File: src/rtl/booth_mul_pkg.sv
// Shared Booth digit encodings and row-building helpers for booth_mul_pipe.
// Supports operand widths up to 64 bits.
package booth_mul_pkg;

    typedef logic [2:0] booth_dig_t;

    localparam booth_dig_t BD_ZERO = 3'b000;
    localparam booth_dig_t BD_P1   = 3'b001;
    localparam booth_dig_t BD_P2   = 3'b010;
    localparam booth_dig_t BD_N1   = 3'b101;
    localparam booth_dig_t BD_N2   = 3'b110;

    localparam int PKG_MAXW = 128;
    localparam int PKG_IW   = $clog2(PKG_MAXW);

    function automatic int npp(input int w);
        return w / 2 + 1;
    endfunction

    function automatic booth_dig_t booth_digit(input logic [2:0] trip);
        booth_dig_t d;
        case (trip)
            3'b001, 3'b010: d = BD_P1;
            3'b011:         d = BD_P2;
            3'b100:         d = BD_N2;
            3'b101, 3'b110: d = BD_N1;
            default:        d = BD_ZERO;
        endcase
        return d;
    endfunction

    // Sign-extend a row_w-bit two's-complement row and shift it left by sh.
    function automatic logic [PKG_MAXW-1:0] ext_shift(
        input logic [PKG_MAXW-1:0] row,
        input int                  row_w,
        input int                  sh
    );
        logic [PKG_MAXW-1:0] r;
        logic [PKG_IW-1:0]   msb;
        int                  s;
        r   = '0;
        msb = PKG_IW'(row_w - 1);
        for (int i = 0; i < PKG_MAXW; i++) begin
            s = i - sh;
            if (s < 0) begin
                r[i[PKG_IW-1:0]] = 1'b0;
            end else if (s >= row_w) begin
                r[i[PKG_IW-1:0]] = row[msb];
            end else begin
                r[i[PKG_IW-1:0]] = row[s[PKG_IW-1:0]];
            end
        end
        return r;
    endfunction

endpackage

File: src/rtl/booth_mul_pipe_csa.sv
// Combinational Wallace reduction of NPP partial-product rows to sum/carry.
// Each level groups rows in threes into full-adder rows; leftovers pass through.
module booth_csa_tree
    import booth_mul_pkg::*;
#(
    parameter int WIDTH = 32,
    parameter int NPP   = 17
) (
    input  logic [NPP-1:0][2*WIDTH-1:0] rows_i,
    output logic [2*WIDTH-1:0]          sum_o,
    output logic [2*WIDTH-1:0]          carry_o
);

    localparam int PW = 2 * WIDTH;

    function automatic int rows_at(input int lvl);
        int r;
        r = NPP;
        for (int i = 0; i < lvl; i++) begin
            r = 2 * (r / 3) + r % 3;
        end
        return r;
    endfunction

    function automatic int nlev();
        int r;
        int n;
        r = NPP;
        n = 0;
        while (r > 2) begin
            r = 2 * (r / 3) + r % 3;
            n++;
        end
        return n;
    endfunction

    function automatic int offs(input int lvl);
        int o;
        o = 0;
        for (int i = 0; i < lvl; i++) begin
            o += rows_at(i);
        end
        return o;
    endfunction

    localparam int NLEV = nlev();
    localparam int NTOT = offs(NLEV) + 2;

    // All levels live in one flat node array; level l starts at offs(l).
    logic [NTOT-1:0][PW-1:0] node;

    for (genvar i = 0; i < NPP; i++) begin : g_in
        assign node[i] = rows_i[i];
    end

    for (genvar l = 0; l < NLEV; l++) begin : g_lvl
        localparam int R  = rows_at(l);
        localparam int G  = R / 3;
        localparam int IB = offs(l);
        localparam int OB = offs(l + 1);

        for (genvar g = 0; g < G; g++) begin : g_fa
            logic [PW-1:0] a;
            logic [PW-1:0] b;
            logic [PW-1:0] c;
            logic [PW-1:0] maj;
            assign a   = node[IB + 3*g];
            assign b   = node[IB + 3*g + 1];
            assign c   = node[IB + 3*g + 2];
            assign maj = (a & b) | (a & c) | (b & c);
            assign node[OB + 2*g]     = a ^ b ^ c;
            assign node[OB + 2*g + 1] = maj << 1;
        end

        for (genvar j = 0; j < R - 3*G; j++) begin : g_pass
            assign node[OB + 2*G + j] = node[IB + 3*G + j];
        end
    end

    assign sum_o   = node[NTOT-2];
    assign carry_o = node[NTOT-1];

endmodule

File: src/rtl/booth_mul_pipe.sv
// 3-stage radix-4 Booth / Wallace multiplier with valid/ready stream ports.
// Define BOOTH_MUL_ACC_EN to add the in_acc port and output accumulator.
module booth_mul_pipe
    import booth_mul_pkg::*;
#(
    parameter int WIDTH = 32,
    parameter int TAG_W = 4
) (
    input  logic               clk,
    input  logic               rst,
    input  logic               in_valid,
    output logic               in_ready,
    input  logic [WIDTH-1:0]   in_x,
    input  logic [WIDTH-1:0]   in_y,
    input  logic               in_signed,
    input  logic [TAG_W-1:0]   in_tag,
`ifdef BOOTH_MUL_ACC_EN
    input  logic               in_acc,
`endif
    output logic               out_valid,
    input  logic               out_ready,
    output logic [2*WIDTH-1:0] out_p,
    output logic [TAG_W-1:0]   out_tag
);

    localparam int NPP = npp(WIDTH);
    localparam int PW  = 2 * WIDTH;
    localparam int RW  = WIDTH + 3;

    logic adv1;
    logic adv2;
    logic adv3;

    logic v1_q;
    logic v2_q;
    logic v3_q;

    logic [NPP-1:0][PW-1:0] rows_d;
    logic [NPP-1:0][PW-1:0] rows_q;
    logic [TAG_W-1:0]       tag1_q;

    logic [PW-1:0]          sum_d;
    logic [PW-1:0]          carry_d;
    logic [PW-1:0]          sum_q;
    logic [PW-1:0]          carry_q;
    logic [TAG_W-1:0]       tag2_q;

    logic [PW-1:0]          p_d;
    logic [PW-1:0]          p_q;
    logic [TAG_W-1:0]       tag3_q;

    assign adv3     = !v3_q || out_ready;
    assign adv2     = !v2_q || adv3;
    assign adv1     = !v1_q || adv2;
    assign in_ready = adv1;

    // S1: Booth recode with operands extended to WIDTH+2 bits.
    logic [WIDTH+1:0] xe;
    logic [WIDTH+2:0] yz;
    logic [RW-1:0]    x1;
    logic [RW-1:0]    x2;

    assign xe = {{2{in_signed & in_x[WIDTH-1]}}, in_x};
    assign yz = {{2{in_signed & in_y[WIDTH-1]}}, in_y, 1'b0};
    assign x1 = {xe[WIDTH+1], xe};
    assign x2 = {xe, 1'b0};

    for (genvar k = 0; k < NPP; k++) begin : g_row
        booth_dig_t    dig;
        logic [RW-1:0] mag;

        assign dig = booth_digit(yz[2*k+2:2*k]);

        always_comb begin
            mag = '0;
            unique case (dig)
                BD_P1:   mag = x1;
                BD_P2:   mag = x2;
                BD_N1:   mag = ~x1 + RW'(1);
                BD_N2:   mag = ~x2 + RW'(1);
                default: mag = '0;
            endcase
        end

        assign rows_d[k] = PW'(ext_shift(PKG_MAXW'(mag), RW, 2*k));
    end

    // S2: carry-save reduction of the registered rows.
    booth_csa_tree #(
        .WIDTH (WIDTH),
        .NPP   (NPP)
    ) u_csa (
        .rows_i  (rows_q),
        .sum_o   (sum_d),
        .carry_o (carry_d)
    );

    // S3: carry-propagate add, optionally folding in the accumulator.
`ifdef BOOTH_MUL_ACC_EN
    logic          acc1_q;
    logic          acc2_q;
    logic [PW-1:0] acc_q;
    logic [PW-1:0] acc_src;

    // S3 only loads with a full output stage when that product is leaving,
    // so the value being emitted this cycle is the one to accumulate.
    assign acc_src = v3_q ? p_q : acc_q;
    assign p_d     = sum_q + carry_q + (acc2_q ? acc_src : '0);

    always_ff @(posedge clk) begin
        if (adv1 && in_valid) begin
            acc1_q <= in_acc;
        end
        if (adv2 && v1_q) begin
            acc2_q <= acc1_q;
        end
    end

    always_ff @(posedge clk) begin
        if (rst) begin
            acc_q <= '0;
        end else if (v3_q && out_ready) begin
            acc_q <= p_q;
        end
    end
`else
    assign p_d = sum_q + carry_q;
`endif

    always_ff @(posedge clk) begin
        if (adv1 && in_valid) begin
            rows_q <= rows_d;
            tag1_q <= in_tag;
        end
        if (adv2 && v1_q) begin
            sum_q   <= sum_d;
            carry_q <= carry_d;
            tag2_q  <= tag1_q;
        end
    end

    always_ff @(posedge clk) begin
        if (rst) begin
            v1_q   <= 1'b0;
            v2_q   <= 1'b0;
            v3_q   <= 1'b0;
            p_q    <= '0;
            tag3_q <= '0;
        end else begin
            if (adv1) begin
                v1_q <= in_valid;
            end
            if (adv2) begin
                v2_q <= v1_q;
            end
            if (adv3) begin
                v3_q <= v2_q;
            end
            if (adv3 && v2_q) begin
                p_q    <= p_d;
                tag3_q <= tag2_q;
            end
        end
    end

    assign out_valid = v3_q;
    assign out_p     = p_q;
    assign out_tag   = tag3_q;

endmodule

File: config.mk
export PLATFORM = sky130hd
export DESIGN_NAME = booth_mul_pipe
export DESIGN_NICKNAME = d
export VERILOG_FILES = /design/src/rtl/booth_mul_pkg.sv /design/src/rtl/booth_mul_pipe_csa.sv /design/src/rtl/booth_mul_pipe.sv
export SDC_FILE = /design/constraint.sdc
export NUM_CORES = 2
export LEC_CHECK = 0
export CORE_MARGIN = 1
export CORE_UTILIZATION = 25
export CTS_CLUSTER_SIZE = 30
export DETAILED_ROUTE_END_ITERATION = 7
export PLACE_DENSITY = 0.43
export SYNTH_ARGS = -nofsm -noshare
export SYNTH_HDL_FRONTEND = slang
export SYNTH_SLANG_ARGS = --single-unit
File: constraint.sdc
create_clock -name clk -period 35.5 [get_ports clk]
set_clock_uncertainty 0.1 [all_clocks]
set_input_delay 7.1 -clock clk [delete_from_list [all_inputs] [get_ports clk]]
set_output_delay 7.1 -clock clk [all_outputs]
set_load 0.05 [all_outputs]
==> reports/metrics.yaml <==
outcome:
  status: "complete, no violations"
clocking:
  cts.hold.buffers_added: 0
  cts_tree: "yes"
  insertion_delay_ps: 740
  postCtsSetupBuffers: 0
  clock-root-buffer: "clkbuf_16"
  cts_max_path_buffers: 3
  cts_made_buffers: 104
  clock-sinks: 790
  htree_levels: 3
  ctsResizeCount: 0
  clk_pin_slew_ps: 50
die:
  start_util_pct: 25.2
  die_h_um: 490
  ios: 143
  die_w_um: 490
  core_area_mm2: 0.236
  rows: 178
  die_area_mm2: 0.240
grt:
  antenna_found_initial: 20
  grt_pass1_vias: 44200
  track_usage_pct: 19.1
  gr-total-overflow: 0
  grt_pass1_wl_mm: 333
  grt_max_degree: 174
layout:
  final_nets: 6514
  fill_cells: 24500
  area_growth_pct: 13.6
  drive_gt1_share_pct: 6.51
  most-common-layout-cells: "812 x inv_1, 719 x edfxtp_1, 662 x nor2_1"
  mostFrequentLayoutCell: "inv_1"
logic_synthesis:
  syn_area_mm2: 0.0595
  yosysSeqAreaShare_pct: 38.7
  synth-edff-count: 719
  ys_top_cells_by_area: "edfxtp_1 36%, fa_1 18%, inv_1 5.1%"
  yosys_most_used_dff: "edfxtp_1"
  syn-num-nets: 6632
  synth_top_area_share_pct: 36.3
  synth_top_area_cell: "edfxtp_1"
  synth_async_sr_flop_share_pct: 0
  synth_warnings: 0
  ys_seq_elements: 790
  syn_inst: 5836
  synth_cell_types: 80
  synth_area_per_cell_um2: 10.2
timing:
  worst_slew_pin_slew_ps: 1440
  rsz0062_at_grt: "no"
  finalSetupViolations: 0
  slew_headroom_pct: 3.74
  hold_violations: 0
  post-route-period-util_pct: 46.0
  layout_min_cycle_time_ps: 16340
  hold_slack_ps: 321
  fin_setup_tns_ps: 0
  final_max_slew_viol_count: 0
  timing.fmax_mhz: 61.2
detailed_routing:
  wirelength_mm: 235
  drc: 0
  drtIter0Drc: 5058
  wl_per_cell_um: 26.2
  drtAntennaViolNets: 0
  vias_per_cell: 4.96
  vias: 44500
  drt_pre_antenna_iters: 6
setup_path:
  worst-endpoint-required_ps: 28300
  crit_arrival_ps: 9140
  reg2reg_depth: 10
  start_kind: "primary input"
  crit_type: "in2out"
  end_kind: "output port"
  crit_fanout: 7
power_and_ir_drop:
  power_mw: 6.97
  cellPowerDensity_mw_per_mm2: 103
  power.leakage_nw: 26.9
  ir_drop_v: 0.000127
run:
  maxCapViolCount: 0
placement:
  place_congestion: 0.856
  place_hpwl_mm: 161
  numPortBuffers: 142
min_path:
  hold_path.class: "reg2reg"
  holdPathStages: 0
==> kinds of logic (layout without fill, tap and decap cells) <==
family                     Yosys count  count (layout)  synth area share (%)
AOI/OAI and AO/OA                 1030            1030                  12.5
buffers and inverters             1305            1275                  8.31
DFF                                790             790                  38.7
other                                0               2                     0
muxes                                3               3                0.0505
adders and majority gates          729             729                  22.2
and+or+nand+nor                   1455            1455                  10.6
xor gates and xnor gates           524             524                  7.74
==> per-layer routing <==
metal  GRT usage, %  part of all wire [%]  wire length [um]  up-vias
li1               -                     -                 -    19300
met1           27.8                    46            108000    22700
met2           27.7                    41             97000     2062
met3           4.94                   9.7             22700      387
met4           5.29                   2.8              6490       28
met5          0.179                  0.10               243        -
==> synth_stat cells (all sizes together), types with 8 or more instances <==
cell    number
inv        812
edfxtp     719
nor2       667
fa         549
nand2      459
clkbuf     402
a22oi      362
xor2       268
xnor2      256
a221oi     243
ha         174
a21oi      165
nor3       145
o21ai      118
buf         91
dfxtp       71
and2        53
a21o        30
a22o        30
nand4       24
o21a        22
nand3       21
nand2b      16
nor3b       16
nor2b       12
o21bai      10
and3         8
or3          8
==> where the power goes <==
part | leakage, nW | internal [mW] | total, mW | switching [mW]
clock network | 1.69 | 0.657 | 1.12 | 0.458
registers | 7.42 | 1.49 | 1.56 | 0.0691
logic | 17.8 | 1.62 | 4.30 | 2.68
total | 26.9 | 3.76 | 6.97 | 3.21
==> state kept, by name (all words and copies together), names as in the netlist <==
name       count
v1_q           1
out_p         64
tag2_q         4
rows_q       591
carry_q       56
v2_q           1
out_tag        4
sum_q         64
tag1_q         4
out_valid      1
==> worst paths after layout <==
check	from	to	slack (ps)
setup / recovery	out_ready	in_ready	19160
hold / removal	tag1_q[1]	tag2_q[1]	320
setup reg to reg	rows_q[34]	sum_q[54]	30300
hold reg to reg	tag1_q[1]	tag2_q[1]	320
==> area by class of cell <==
| cell class | instances | area, um^2 | area share [%] |
|---|---|---|---|
| well taps | 3150 | 3940 | 5.83 |
| flip-flops and latches | 790 | 23000 | 34.0 |
| diodes | 2 | 5.00 | 0.00740 |
| repair buffers | 269 | 2310 | 3.41 |
| multi-input cells | 3741 | 31800 | 47.0 |
| clock buffers | 129 | 2790 | 4.13 |
| inverters | 812 | 3050 | 4.51 |
| clock inverters | 65 | 719 | 1.06 |
==> critical path, stage by stage <==
cell and delay [ps]:
clkdlybuf4s50_1 410, nor2b_1 650, nand3_1 220, clkdlybuf4s50_1 750
==> metrics by stage <==
step / instance area, um^2 / setup slack [ps] / cells / utilization (%)
after global placement: 64100 / 19140 / 8762 / 27.2
after floorplan: 59500 / 9590 / 5836 / -
final: 67600 / 19160 / 8958 / 28.7
after CTS: 67600 / 19150 / 8956 / 28.7
after detailed placement: 64100 / 19150 / 8762 / 27.2
after global routing: 67600 / 19010 / 8957 / 28.7
No activity file was read; power rests on OpenSTA's default activity.
